[src/rtl/wb_buffer.sv]
// wb_buffer: write-back line buffer between the dmem cache and the memory arbiter.
// Evicted lines are queued in a small FIFO and drained to the arbiter in order.
// Reads that hit a buffered line are answered locally; read misses go straight
// to the arbiter and take priority over draining.
//
// state   | meaning
// --------+--------------------------------------------------------------
// S_IDLE  | no arbiter access in flight
// S_READ  | read miss forwarded to arbiter, response passed through
// S_WRITE | head line being written to arbiter, popped on p_resp
module wb_buffer #(
    parameter int DEPTH = 2
) (
    input  logic         clk,
    input  logic         reset_n,
    input  logic [31:0]  c_address,
    input  logic         c_read,
    input  logic         c_write,
    input  logic [255:0] c_wdata,
    output logic [255:0] c_rdata,
    output logic         c_resp,
    output logic [31:0]  p_address,
    output logic         p_read,
    output logic         p_write,
    output logic [255:0] p_wdata,
    input  logic [255:0] p_rdata,
    input  logic         p_resp,
    output logic         empty
);

    localparam int PW = (DEPTH > 1) ? $clog2(DEPTH) : 1;
    localparam int CW = $clog2(DEPTH + 1);

    typedef enum logic [1:0] {
        S_IDLE  = 2'd0,
        S_READ  = 2'd1,
        S_WRITE = 2'd2
    } state_t;

    state_t          r_state;
    state_t          w_state_nxt;

    logic [DEPTH-1:0] r_valid;
    logic [26:0]      r_tag  [DEPTH];
    logic [255:0]     r_data [DEPTH];
    logic [PW-1:0]    r_head;
    logic [PW-1:0]    r_tail;
    logic [CW-1:0]    r_count;
    logic             r_resp;
    logic [255:0]     r_rdata;

    logic [26:0]      w_line;
    logic             w_rhit;
    logic [PW-1:0]    w_ridx;
    logic             w_whit;
    logic [PW-1:0]    w_widx;
    logic             w_full;
    logic             w_pop;
    logic             w_head_blk;
    logic             w_wr_req;
    logic             w_wr_coal;
    logic             w_wr_push;
    logic             w_rd_hit;
    logic             w_rd_miss;
    logic             w_unused;

    assign w_line   = c_address[31:5];
    assign w_unused = &{1'b0, c_address[4:0]};

    // Tag lookup in age order so the youngest matching entry wins; the head
    // being drained is not a coalesce target, but it still serves read hits.
    always_comb begin
        logic [PW-1:0] v_idx;
        v_idx  = '0;
        w_rhit = 1'b0;
        w_ridx = '0;
        w_whit = 1'b0;
        w_widx = '0;
        for (int k = 0; k < DEPTH; k++) begin
            v_idx = r_head + PW'(k);
            if (r_valid[v_idx] && (r_tag[v_idx] == w_line)) begin
                w_rhit = 1'b1;
                w_ridx = v_idx;
                if (!((r_state == S_WRITE) && (v_idx == r_head))) begin
                    w_whit = 1'b1;
                    w_widx = v_idx;
                end
            end
        end
    end

    // r_resp masks the response cycle so a still-held request is not taken twice.
    assign w_full     = (r_count == CW'(DEPTH));
    assign w_pop      = (r_state == S_WRITE) && p_resp;
    assign w_head_blk = (r_state == S_WRITE) && r_valid[r_head] && (r_tag[r_head] == w_line);
    assign w_wr_req   = c_write && !r_resp;
    assign w_wr_coal  = w_wr_req && w_whit;
    assign w_wr_push  = w_wr_req && !w_whit && (w_pop || (!w_head_blk && !w_full));
    assign w_rd_hit   = c_read && !r_resp && w_rhit && (r_state != S_READ);
    assign w_rd_miss  = c_read && !r_resp && !w_rhit;

    // FIFO storage, pointers, occupancy and the registered cache response.
    always_ff @(posedge clk or negedge reset_n) begin
        if (!reset_n) begin
            r_valid <= '0;
            r_head  <= '0;
            r_tail  <= '0;
            r_count <= '0;
            r_resp  <= 1'b0;
            r_rdata <= '0;
            for (int i = 0; i < DEPTH; i++) begin
                r_tag[i]  <= '0;
                r_data[i] <= '0;
            end
        end else begin
            r_resp <= w_wr_coal || w_wr_push || w_rd_hit;
            if (w_rd_hit) begin
                r_rdata <= r_data[w_ridx];
            end
            if (w_pop) begin
                r_valid[r_head] <= 1'b0;
                r_head          <= (r_head == PW'(DEPTH - 1)) ? '0 : r_head + 1'b1;
            end
            if (w_wr_coal) begin
                r_data[w_widx] <= c_wdata;
            end
            // A push into a full buffer lands on the slot the pop just freed.
            if (w_wr_push) begin
                r_valid[r_tail] <= 1'b1;
                r_tag[r_tail]   <= w_line;
                r_data[r_tail]  <= c_wdata;
                r_tail          <= (r_tail == PW'(DEPTH - 1)) ? '0 : r_tail + 1'b1;
            end
            if (w_wr_push && !w_pop) begin
                r_count <= r_count + 1'b1;
            end else if (!w_wr_push && w_pop) begin
                r_count <= r_count - 1'b1;
            end
        end
    end

    // Downstream FSM state register.
    always_ff @(posedge clk or negedge reset_n) begin
        if (!reset_n) begin
            r_state <= S_IDLE;
        end else begin
            r_state <= w_state_nxt;
        end
    end

    // Next state and arbiter-side outputs; read misses beat draining.
    always_comb begin
        w_state_nxt = r_state;
        p_read      = 1'b0;
        p_write     = 1'b0;
        p_address   = '0;
        p_wdata     = '0;
        case (r_state)
            S_IDLE: begin
                if (w_rd_miss) begin
                    w_state_nxt = S_READ;
                end else if (r_count != '0) begin
                    w_state_nxt = S_WRITE;
                end
            end
            S_READ: begin
                p_read    = 1'b1;
                p_address = {w_line, 5'b0};
                if (p_resp) begin
                    w_state_nxt = S_IDLE;
                end
            end
            S_WRITE: begin
                p_write   = 1'b1;
                p_address = {r_tag[r_head], 5'b0};
                p_wdata   = r_data[r_head];
                if (p_resp) begin
                    w_state_nxt = S_IDLE;
                end
            end
            default: begin
                w_state_nxt = S_IDLE;
            end
        endcase
    end

    assign c_resp  = r_resp || ((r_state == S_READ) && p_resp);
    assign c_rdata = (r_state == S_READ) ? p_rdata : r_rdata;
    assign empty   = (r_count == '0) && (r_state == S_IDLE);

    a_cache_rw_excl : assert property (@(posedge clk) disable iff (!reset_n) !(c_read && c_write));
    a_arb_rw_excl   : assert property (@(posedge clk) disable iff (!reset_n) !(p_read && p_write));

endmodule

[config.mk]
export PLATFORM = sky130hd
export DESIGN_NAME = wb_buffer
export DESIGN_NICKNAME = d
export VERILOG_FILES = /design/src/rtl/wb_buffer.sv
export SDC_FILE = /design/constraint.sdc
export NUM_CORES = 2
export LEC_CHECK = 0
export BUFFER_PORTS_ARGS = -buffer_cell sky130_fd_sc_hd__buf_2
export CAP_MARGIN = 20
export CORE_AREA = 10 10 418 420
export CTS_BUF_LIST = sky130_fd_sc_hd__clkbuf_16
export DETAILED_ROUTE_END_ITERATION = 10
export DIE_AREA = 0 0 428 430
export PLACE_DENSITY_LB_ADDON = 0.3
export SLEW_MARGIN = 20
export SYNTH_ARGS = -nofsm -noshare
export SYNTH_HDL_FRONTEND = slang
export SYNTH_SLANG_ARGS = --single-unit
[constraint.sdc]
create_clock -name clk -period 5.7 [get_ports clk]
set_input_delay 0.57 -clock clk [delete_from_list [all_inputs] [get_ports clk]]
set_output_delay 0.57 -clock clk [all_outputs]
set_load 0.005 [all_outputs]
==> out/summary.txt <==
Number of DRC violations after detailed routing -> 0
Die area -> 0.184 mm2
Most common cell type on the critical path -> sky130_fd_sc_hd__buf_12
Leak pwr -> 27.2 nW
Initial antenna violation count -> 55
CP top delay family -> buffers and inverters
Crit path cell chain -> buf_12, buf_4, buf_12, mux2i_1, nor2_1, buf_2
Global placement routability congestion -> 0.913
Latest clock arrival within the worst-skew pair -> 0.71 ns
Clock root buffer -> sky130_fd_sc_hd__clkbuf_16
Setup repair after global routing missed its margin -> no
Most frequent cell after synthesis -> sky130_fd_sc_hd__dfrtp_1
Total routing resource utilization after global routing -> 16.3%
Worst-path cell with the longest stage delay -> sky130_fd_sc_hd__dfrtp_4
Die boundary width -> 428 um
Cell depth of the worst flop-to-flop path -> 10
Total number of vias -> 31300
Critical path start-end classification -> flip-flop to primary output
Time the worst path needs with I/O delays and setup -> 4.76 ns
Post-Syn Instances -> 3475
Final core occ -> 31.8%
Most frequent cells after synthesis -> sky130_fd_sc_hd__dfrtp_1, sky130_fd_sc_hd__mux2i_1, sky130_fd_sc_hd__nor2_1
Buffer levels on the longest clock path -> 3
Sink Count -> 831
Number of rows in the core area -> 150
Kind of start point of the critical path -> flip-flop
Power density relative to cell area -> 513 mW/mm2
Worst-case vdd ir drop -> 0.414 mV
H-Tree Level Count -> 3
Placeable core area -> 0.166 mm2
Global-route wire length before repair -> 229 mm
Final Hold Viols -> 0
Share of the synthesized area in the top cell type -> 49.7%
Slew Limit Fails -> 0
Kind of path behind the tightest hold check -> input port to flip-flop
Arrival time of data at the critical path endpoint -> 4.19 ns
Synthesized area -> 0.0418 mm2
Number of standard cells in the layout, taps in and fillers out -> 6790
Half-perimeter wire length after detailed placement -> 114 mm
Largest cells by area after synthesis -> sky130_fd_sc_hd__dfrtp_1, sky130_fd_sc_hd__mux2i_1, sky130_fd_sc_hd__mux2_2, sky130_fd_sc_hd__mux2_1, sky130_fd_sc_hd__nor2_1
TritonCTS clock tree -> done
FMAX -> 210 MHz
Outcome -> finished, final reports clean
Yosys top cell by area -> sky130_fd_sc_hd__dfrtp_1
Worst clock skew on the final layout -> 0.0418 ns
Average cell area after synthesis -> 12.0 um2
Worst slew slack as a fraction of its limit -> 35.8%
Stages on worst setup path -> 6
Max capacitance violation total -> 0
Number of instances on the worst hold path -> 2
Pre-Repair DR Iteration Count -> 7
Proportion of synthesized flip-flops having asynchronous set or reset -> 100%
Clk slew on worst S/H paths -> 0.06 ns
Fraction of layout instances using a drive strength above 1 -> 37.6%
I/O pin cnt -> 1097
Detail-routed via count per cell -> 4.61
CP Capture Type -> primary output
Number of synthesis warnings -> 0
Height of the die -> 430 um
WP buf/inv -> 4
Longest individual stage delay on the worst path -> 0.88 ns
Final net count -> 5030
Most instantiated flip-flop cell in the synthesis netlist -> sky130_fd_sc_hd__dfrtp_1
Tightest Pin Transition -> 0.964 ns
Placed Instances -> 6579
Final-layout setup total negative slack -> 0 ns
CP required -> 5.13 ns
Relative area change from synthesis to final layout -> 26.5%
Maximum number of pins on one net before global-route repair -> 162
Starting utilization of the core area -> 25.2%
EDFF count, synth -> 0
Number of setup buffers added after CTS -> 0
Register bit count reported by yosys -> 831
Detailed Route Iter0 Violations -> 1811
Sequential element share of the synthesized area -> 49.7%
Final period util -> 83.5%
Post-detailed-route wirelength per cell -> 23.1 um
Number of nets with antenna violations after detailed routing -> 0
Yosys cell types -> 42
Num CTS Buffers -> 99
Final hold slack -> 0.0940 ns
Via count of the first global-routing pass -> 33000
Count of port buffers added during placement -> 1086
Final count of negative-setup-slack endpoints -> 0
Final wirelength -> 157 mm
Maximum fanout along the worst path -> 82
Total gr overflow -> 0
final cells by class:
class	instances	area [um2]
Antenna cell	28	70.1
Clock buffer	100	2500
Clock inverter	82	726
Fill cell	17300	113000
Inverter	4	22.5
Multi-Input combinational cell	2391	19800
Sequential cell	831	20800
Tap cell	2204	2760
Timing Repair Buffer	1150	6280
routing by layer:
layer | vias up | track usage, % | share of wire [%]
li1 | 14200 | - | -
met1 | 15900 | 19.3 | 41
met2 | 877 | 28.0 | 50
met3 | 248 | 4.27 | 5.6
met4 | 34 | 6.18 | 3.3
met5 | - | 0 | 0.14
final timing paths:
path	slack (ns)	start	end
min in group asynchronous	0.45	reset_n	r_data[306]
worst min-delay path	0.09	c_wdata[60]	r_data[316]
max in group asynchronous	3.64	reset_n	r_data[133]
worst max register to register	0.98	r_head	r_data[229]
worst min register to register	0.49	r_valid[1]	r_valid[1]
worst max-delay path	0.94	r_head	p_wdata[140]
state kept, by name, summed over array words and instances, names as in the netlist:
signal   count
r_tail       1
r_valid      2
r_rdata    256
r_count      2
r_resp       1
r_head       1
r_state      2
r_data     512
r_tag       54
kinds of logic (layout without fill, tap and decap cells):
| family | Yosys count | count (layout) | synth area share (%) |
|---|---|---|---|
| adders and majority gates | 4 | 4 | 0.120 |
| muxes | 1389 | 1389 | 35.7 |
| buffers and inverters | 257 | 1336 | 3.25 |
| xor gates and xnor gates | 59 | 59 | 1.24 |
| AOI/OAI and AO/OA | 300 | 300 | 3.74 |
| DFF | 831 | 831 | 49.7 |
| other | 1 | 33 | 0.00896 |
| and+or+nand+nor | 634 | 634 | 6.24 |
stage by stage:
stage / worst slack [ns] / power, mW / cell area (um2)
6_report: 0.938 / 27.2 / 52900
3_3_place_gp: 0.932 / 21.0 / 49600
3_5_place_dp: 0.890 / 21.2 / 49600
2_1_floorplan: 2.65 / 16.6 / 41800
4_1_cts: 0.847 / 27.6 / 52800
5_1_grt: 0.694 / 28.9 / 52900
layout by cell type, fill, tap and decap left out, drive strengths merged, types with 2 or more instances in the layout:
cell type  Yosys  routed
buf          140    1149
dfrtp        831     831
mux2         823     823
mux2i        566     566
nor2         518     518
a21oi        257     257
clkbuf       113     100
xnor2         56      56
clkinv         0      50
nand2         32      32
and2          29      29
diode          0      28
o21ai         28      28
inv            4      24
nor4          22      22
bufinv         0       9
nand2b         6       6
and3           5       5
conb           1       5
and4           4       4
nor3           4       4
or4            4       4
ha             4       4
nor2b          3       3
a32oi          3       3
xor2           3       3
clkinvlp       0       3
o21bai         3       3
a31oi          2       2
a22oi          2       2
a21o           2       2
report_power, final:
part,internal (mW),leakage [nW],switching (mW)
combinational,5.33,15.2,5.93
clock,3.61,1.63,2.68
sequential,8.04,10.4,1.57
total,17.0,27.2,10.2
repair_timing:
| action | 4_1_cts | 5_1_grt |
|---|---|---|
| hold buffers | 1 | 0 |
| resized for setup | 0 | 0 |
| hold endpoints to repair | 78 | 0 |
(Power assumes the default switching activity.)
